`src/rtl/w5300_bus_arbiter.sv`:
```
// Round-robin arbiter that multiplexes NUM_REQ register-access requesters onto a
// single W5300 bus engine, one access per grant, with a per-access timeout.
module w5300_bus_arbiter #(
    parameter int unsigned NUM_REQ = 3,
    parameter logic [15:0] TIMEOUT = 16'd64
) (
    input  logic                    clk,
    input  logic                    rst_n,
    input  logic [NUM_REQ-1:0]      req,
    input  logic [NUM_REQ*11-1:0]   req_addr,
    input  logic [NUM_REQ*16-1:0]   req_wr_data,
    output logic [NUM_REQ-1:0]      gnt,
    output logic [NUM_REQ-1:0]      req_op_state,
    output logic [15:0]             req_rd_data,
    output logic [10:0]             bus_addr,
    output logic [15:0]             bus_wr_data,
    output logic                    bus_start,
    input  logic                    bus_done,
    input  logic [15:0]             bus_rd_data,
    output logic                    timeout_err
);

    localparam int unsigned PW = (NUM_REQ > 1) ? $clog2(NUM_REQ) : 1;
    // Direction code in bit 10: read = 0, write = 1.
    localparam logic        DIR_RD    = 1'b0;
    localparam logic [10:0] IDLE_ADDR = {DIR_RD, 10'h3fe};

    typedef enum logic [1:0] {
        ST_IDLE,
        ST_START,
        ST_WAIT,
        ST_RELEASE
    } state_t;

    state_t              state;
    state_t              state_nx;
    logic [PW-1:0]       rr_ptr;
    logic [PW-1:0]       winner;
    logic [PW-1:0]       winner_inc;
    logic [PW-1:0]       pick_idx;
    logic [PW-1:0]       scan_idx;
    logic                pick_found;
    logic [NUM_REQ-1:0]  win_onehot;
    logic [15:0]         tmo_cnt;
    logic [15:0]         tmo_cnt_inc;
    logic                tmo_hit;
    logic                op_ok;
    logic [10:0]         addr_slot [NUM_REQ];
    logic [15:0]         data_slot [NUM_REQ];

    always_comb begin
        for (int unsigned i = 0; i < NUM_REQ; i++) begin
            addr_slot[i] = req_addr[11*i +: 11];
            data_slot[i] = req_wr_data[16*i +: 16];
        end
    end

    // First requesting index at or after rr_ptr, wrapping past NUM_REQ-1.
    always_comb begin
        pick_found = 1'b0;
        pick_idx   = '0;
        scan_idx   = '0;
        for (int unsigned i = 0; i < NUM_REQ; i++) begin
            scan_idx = PW'((32'(rr_ptr) + i) % NUM_REQ);
            if (!pick_found && req[scan_idx]) begin
                pick_found = 1'b1;
                pick_idx   = scan_idx;
            end
        end
    end

    always_comb begin
        win_onehot = '0;
        for (int unsigned i = 0; i < NUM_REQ; i++) begin
            win_onehot[i] = (winner == PW'(i));
        end
    end

    assign winner_inc  = (winner == PW'(NUM_REQ - 1)) ? '0 : winner + 1'b1;
    assign tmo_cnt_inc = tmo_cnt + 16'd1;
    assign tmo_hit     = (tmo_cnt_inc == TIMEOUT);

    always_ff @(posedge clk or negedge rst_n) begin
        if (!rst_n) begin
            state <= ST_IDLE;
        end else begin
            state <= state_nx;
        end
    end

    always_comb begin
        state_nx     = state;
        gnt          = '0;
        bus_start    = 1'b0;
        req_op_state = '0;
        case (state)
            ST_IDLE: begin
                if (pick_found) begin
                    state_nx = ST_START;
                end
            end
            ST_START: begin
                gnt       = win_onehot;
                bus_start = 1'b1;
                state_nx  = ST_WAIT;
            end
            ST_WAIT: begin
                gnt = win_onehot;
                if (bus_done || tmo_hit) begin
                    state_nx = ST_RELEASE;
                end
            end
            ST_RELEASE: begin
                if (op_ok) begin
                    req_op_state = win_onehot;
                end
                state_nx = ST_IDLE;
            end
            default: state_nx = ST_IDLE;
        endcase
    end

    // bus_addr is parked on the idle pattern when leaving RELEASE so that it
    // already reads as idle throughout every IDLE cycle.
    always_ff @(posedge clk or negedge rst_n) begin
        if (!rst_n) begin
            rr_ptr      <= '0;
            winner      <= '0;
            tmo_cnt     <= '0;
            op_ok       <= 1'b0;
            req_rd_data <= '0;
            bus_addr    <= IDLE_ADDR;
            bus_wr_data <= '0;
            timeout_err <= 1'b0;
        end else begin
            case (state)
                ST_IDLE: begin
                    if (pick_found) begin
                        winner      <= pick_idx;
                        bus_addr    <= addr_slot[pick_idx];
                        bus_wr_data <= data_slot[pick_idx];
                    end
                end
                ST_START: begin
                    tmo_cnt <= '0;
                    op_ok   <= 1'b0;
                end
                ST_WAIT: begin
                    tmo_cnt <= tmo_cnt_inc;
                    if (bus_done) begin
                        req_rd_data <= bus_rd_data;
                        op_ok       <= 1'b1;
                        rr_ptr      <= winner_inc;
                    end else if (tmo_hit) begin
                        timeout_err <= 1'b1;
                        rr_ptr      <= winner_inc;
                    end
                end
                ST_RELEASE: begin
                    bus_addr    <= IDLE_ADDR;
                    bus_wr_data <= '0;
                end
                default: ;
            endcase
        end
    end

endmodule

```
`config.mk`:
```
export PLATFORM = sky130hd
export DESIGN_NAME = w5300_bus_arbiter
export DESIGN_NICKNAME = d
export VERILOG_FILES = /design/src/rtl/w5300_bus_arbiter.sv
export SDC_FILE = /design/constraint.sdc
export NUM_CORES = 1
export LEC_CHECK = 0
export ABC_CLOCK_PERIOD_IN_PS = 2400
export CAP_MARGIN = 20
export CORE_MARGIN = 2
export CORE_UTILIZATION = 40
export CTS_BUF_LIST = sky130_fd_sc_hd__clkbuf_2
export CTS_CLUSTER_SIZE = 24
export DETAILED_ROUTE_END_ITERATION = 10
export PLACE_DENSITY_LB_ADDON = 0.3
export SLEW_MARGIN = 10
export SYNTH_ARGS = -nofsm -noshare
export SYNTH_HDL_FRONTEND = slang
export SYNTH_SLANG_ARGS = --single-unit
```
`constraint.sdc`:
```
create_clock -name clk -period 2.4 [get_ports clk]
set_input_delay 0.48 -clock clk [delete_from_list [all_inputs] [get_ports clk]]
set_output_delay 0.48 -clock clk [all_outputs]
set_load 0.03 [all_outputs]
```
Yosys cells after proc, flatten, opt, wreduce, memory -nomap -nowiden
Index checks and enable logic that the tools add are counted.
{"block": "op_classes", "n_addsub": 4, "div": 3, "n_lt_le_gt_ge": 4, "n_eq_ne": 9, "n_mux": 35, "n_bitwise": 2, "n_reduce_logical": 18}
{"operator": "modulo 32 x 2 -> 32 bit, second input constant", "count": 2}
{"operator": "one-hot mux 16 bit (2 select lines)", "count": 2}
{"operator": "2-to-1 mux 16 bit", "count": 3}
{"operator": "2-to-1 mux 11 bit", "count": 3}
{"operator": "binary-select mux 16 bit (select 2 bit)", "count": 1}
{"operator": "modulo 2 x 2 -> 32 bit, second input constant", "count": 1}
{"operator": "binary-select mux 11 bit (select 2 bit)", "count": 1}
{"operator": "one-hot mux 11 bit (2 select lines)", "count": 1}
{"operator": "adder 16 x 1 -> 16 bit, second input constant", "count": 1}
{"operator": "equality test 16 x 7 -> 1 bit, second input constant", "count": 1}
{"operator": "2-to-1 mux 2 bit", "count": 8}
{"operator": "AND reduction 2 bit", "count": 6}
{"operator": "< comparator 2 x 3 -> 1 bit, second input constant", "count": 3}
{"operator": "2-to-1 mux 3 bit", "count": 3}
{"operator": "2-to-1 mux 1 bit", "count": 8}
{"operator": "one-hot mux 2 bit (4 select lines)", "count": 1}
{"operator": "binary-select mux 1 bit (select 2 bit)", "count": 3}
{"operator": "equality test 2 bit, second input constant", "count": 3}
{"operator": "inequality test 2 bit, second input constant", "count": 3}
{"operator": "nonzero test 2 bit", "count": 3}
{"operator": "equality test 2 x 1 -> 1 bit, second input constant", "count": 2}
{"operator": "logical NOT 2 bit", "count": 2}
{"operator": "adder 2 x 1 -> 3 bit, second input constant", "count": 1}
{"operator": "adder 2 x 2 -> 3 bit, second input constant", "count": 1}
{"operator": "other kinds (10)", "count": 12}
{"block": "word_totals", "regBits": 67, "input_bits": 103, "out_inout_bits": 51, "wordCells": 84}

Longest topological paths before layout
{"block": "logic_depth", "depth_word": 16, "mapped_depth": 10, "ltp_nobuf": 9}

Least setup slack after synthesis
Ideal clock, no wire load.
{"block": "synth_timing", "kind": "reg-to-reg", "start": "register tmo_cnt[0]", "end": "register rr_ptr[0]", "setup_time_ns": 0.128, "arrival_time_ns": 2.232, "required_ns": 2.272, "slack_ns": 0.040, "path_stages_with_launch": 10, "path_buffers": 1, "synth_period_minus_slack_ns": 2.360, "path_cell_list": "dfrtp_1 -> ha_1 -> buf_2 -> nand4_1 -> nor4_2 -> xnor2_1 -> and3_1 -> nand4_2 -> a21oi_2 -> mux2_1"}
{"block": "synth_between", "elab_chain_cells": 4}
{"item": "start: declaration", "line_no": "44", "source": "logic [15:0] tmo_cnt;"}
{"item": "start signal: assignment", "line_no": "149", "source": "tmo_cnt <= tmo_cnt_inc;"}
{"item": "adder 16 x 1 -> 16 bit", "line_no": "80", "source": "assign tmo_cnt_inc = tmo_cnt + 16'd1;"}
{"item": "equality test 16 x 7 -> 1 bit", "line_no": "81", "source": "assign tmo_hit = (tmo_cnt_inc == TIMEOUT);"}
{"item": "nonzero test 2 bit (no line)"}
{"item": "AND reduction 2 bit (no line)"}
{"item": "end signal: assignment", "line_no": "153", "source": "rr_ptr <= winner_inc;"}
{"item": "end signal: assignment", "line_no": "156", "source": "rr_ptr <= winner_inc;"}
{"item": "end: declaration", "line_no": "37", "source": "logic [PW-1:0] rr_ptr;"}
Every way passes these cells.
A chain may end at the register's enable or synchronous reset.

Worst setup path after layout
Same ends and word-level chain as after synthesis.

==> flow_summary.yaml <==
synth:
  seq_area_frac_synth: 0.449
  synth_area_leaders: "dfrtp_1 39%, mux2i_1 7.7%, dfstp_2 6.3%"
  syn_nets: 503
  async_flop_share: 1.00
  syn_area_sq_mm: 0.00376
  synthTopCellsByCount: "58 x dfrtp_1, 44 x a21oi_1, 42 x nor2_1, 29 x mux2i_1, 28 x inv_1"
  synth_largest_area_cell: "dfrtp_1"
  ys_ff_latch: 67
  syn_avg_cell_area_sq_um: 9.62
  synthFlopType: "dfrtp_1"
  yosys.area.top_type_share: 0.386
  ys_warn_count: 0
  synth.most_common_cell: "dfrtp_1"
  ys_types: 47
  synth_edf_count: 0
  synthCells: 391
global_route:
  grt_pass1_vias: 3562
  antenna_found_initial: 0
  grt_pass1_wl_microns: 16600
  grt_max_degree: 37
  overflow: 0
  track_usage: 0.205
critical_path:
  rrSetupSlack_ns: 0.13
  crit_type: "reg -> reg"
  regToRegStartpoint: "tmo_cnt[0]"
  worstPathArrival_ns: 2.66
  critPathMaxFanout: 9
  startpoint_type: "register"
  cp_data_required_time_ns: 2.79
  timing.rr.end: "rr_ptr[0]"
  endpoint_kind: "register"
  r2r_cells: 8
detailed_routing:
  dr.pass1.iters: 6
  routed_via_density: 5.28
  drc: 0
  dr_total_vias: 3614
  routedWlPerCell_microns: 15.6
  postRouteAntennaNets: 0
  drtIter0Drc: 112
  wirelength_microns: 10700
die:
  rows: 35
  die_area_sq_mm: 0.0102
  ioPinCount: 154
  die_y_microns: 101
  initial_core_util: 0.409
  chipWidth_microns: 101
  design.core.area_sq_mm: 0.00920
layout:
  stdcell_count: 684
  fin_area_sq_mm: 0.00582
  syn_to_final_growth_pct: 54.8
  drive_gt1_frac: 0.166
  antennaDiodeCount: 0
  layout.nets: 680
sta:
  slew_viol_final: 0
  setup_viol: 0
  grt_setup_unrepaired: "true"
  min_period_over_period: 0.945
  hold_viol: 0
  tightest_slew_ns: 0.457
  slew_headroom: 0.695
  timing.final.crit_period_ns: 2.27
  worst_slack_ns: 0.133
  finClkSkew_ns: 0.0261
  fmaxAchievable_mhz: 441
clock_tree:
  path_clk_slew_ns: 0.20
  cts_num_sinks: 67
  cts_buffers: 9
  htreeDepth: 3
  cts-root-buf: "clkbuf_2"
  clockBufferDepth: 2
  cts_tree: "done"
  clk_latency_ns: 0.48
worst_hold_path:
  hp-class: "in -> async"
power_and_ir_drop:
  switchingPower_mw: 2.74
  power_leakage_nw: 2.48
  intPower_mw: 3.46
  power.share.combinational: 0.614
  seqPwrFrac: 0.281
  p_per_area_mw_per_mm2: 1060
  switching_share: 0.442
  vdd_drop_max_mv: 0.620
  power_mw: 6.20
  clkPwrFrac: 0.105
place:
  pre_cts_slack_ns: -0.110
  place_congestion: 0.947
  dp_hpwl_microns: 8070
  dp_cells: 665
  portBuffers: 153
  placed_area_sq_mm: 0.00564
status:
  status: "completed"
job:
  max_cap_violations: 0
worst max path at each step:
stage	endpoint	depth (start not counted)	slack, ns	startpoint
after floorplan	rr_ptr[0]	9	0.04	tmo_cnt[0]
after global placement	bus_wr_data[14]	9	-0.07	req[0]
final	rr_ptr[0]	8	0.13	tmo_cnt[0]
after detailed placement	bus_addr[5]	10	-0.11	req[2]
after global routing	rr_ptr[0]	8	-0.03	tmo_cnt[0]
after CTS	gnt[0]	5	0.007	state[0]
power groups by stage:
stage	Clock, mW	Sequential (mW)	Combinational, mW
after floorplan	0	2.31	1.65
after global placement	0	1.74	3.70
after detailed placement	0	1.76	3.76
after CTS	0.689	1.74	3.76
after global routing	0.741	1.79	4.11
final	0.653	1.74	3.81
per-layer routing:
| layer | vias up | part of all wire | track usage |
|---|---|---|---|
| li1 | 1774 | - | - |
| met1 | 1706 | 0.42 | 0.245 |
| met2 | 120 | 0.50 | 0.366 |
| met3 | 14 | 0.061 | 0.0437 |
| met4 | 0 | 0.014 | 0.0655 |
| met5 | - | 0 | 0 |
state kept, by name (all words and copies together) (netlist names):
name and count:
bus_wr_data 16, req_rd_data 16, tmo_cnt 16, bus_addr 11, rr_ptr 2, state 2, winner 2, op_ok 1
timeout_err 1
what timing repair did:
item / in CTS / in global routing
resized for setup: 4 / 18
hold endpoints to repair: 17 / 0
buffers inserted: 0 / 2
hold buffers: 1 / 0
pin swaps: 0 / 1
setup endpoints to repair: 4 / 28
logic make-up (layout without fill, tap and decap cells):
logic type               after synthesis  count (layout)  share of synthesized area
AO/OA/AOI/OAI                        111             111                      0.193
AND/OR/NAND/NOR                      105             105                      0.138
flip-flops                            67              67                      0.449
buffers and inverters                 48             230                     0.0496
multiplexers                          46              46                      0.128
adder cells (fa/ha/maj)               11              11                     0.0353
XOR/XNOR                               3               3                    0.00698
area by class of cell:
class                   instances  area [sq um]
fillers                       756          3370
clock buffers                   9          45.0
well taps                     111           139
inverters                      28           105
clock inverters                 7          68.8
repair buffers                186          1820
multi-input cells             276          1950
flip-flops and latches         67          1690
critical path: stages (launching register included):
cell and delay (ns):
dfrtp_1 0.39, buf_4 0.15, nand4_4 0.18, or2_1 0.29, o221a_1 0.26, a211oi_2 0.23, nand4_2 0.18, a21oi_2 0.19
mux2_1 0.33
metrics by stage:
| stage | util | setup TNS (ns) | hold slack [ns] |
|---|---|---|---|
| global route | 0.633 | -0.0505 | 0.405 |
| finish | 0.633 | 0 | 0.436 |
| detailed placement | 0.614 | -2.52 | 0.452 |
| global placement | 0.614 | -1.66 | 0.454 |
| floorplan | - | 0 | 0.184 |
| CTS | 0.627 | 0 | 0.389 |
layout by cell type, fill, tap and decap left out, types with 3 or more instances in the layout:
master,synthesis,routed
nand3_1,10,10
buf_12,0,5
o22ai_1,8,8
o22a_1,9,9
ha_1,9,6
o21ai_0,14,14
o2bb2ai_1,20,20
dfrtp_1,58,56
inv_1,28,27
nor4_1,4,3
a21oi_1,44,44
nand4_1,6,6
clkbuf_2,0,11
nand2_1,14,14
nor3_1,14,13
mux2i_1,29,29
clkdlybuf4s50_1,0,145
dfstp_2,9,9
mux2_2,16,16
buf_4,0,30
xnor2_1,3,3
nor2_1,42,42
(Power assumes the default switching activity.)
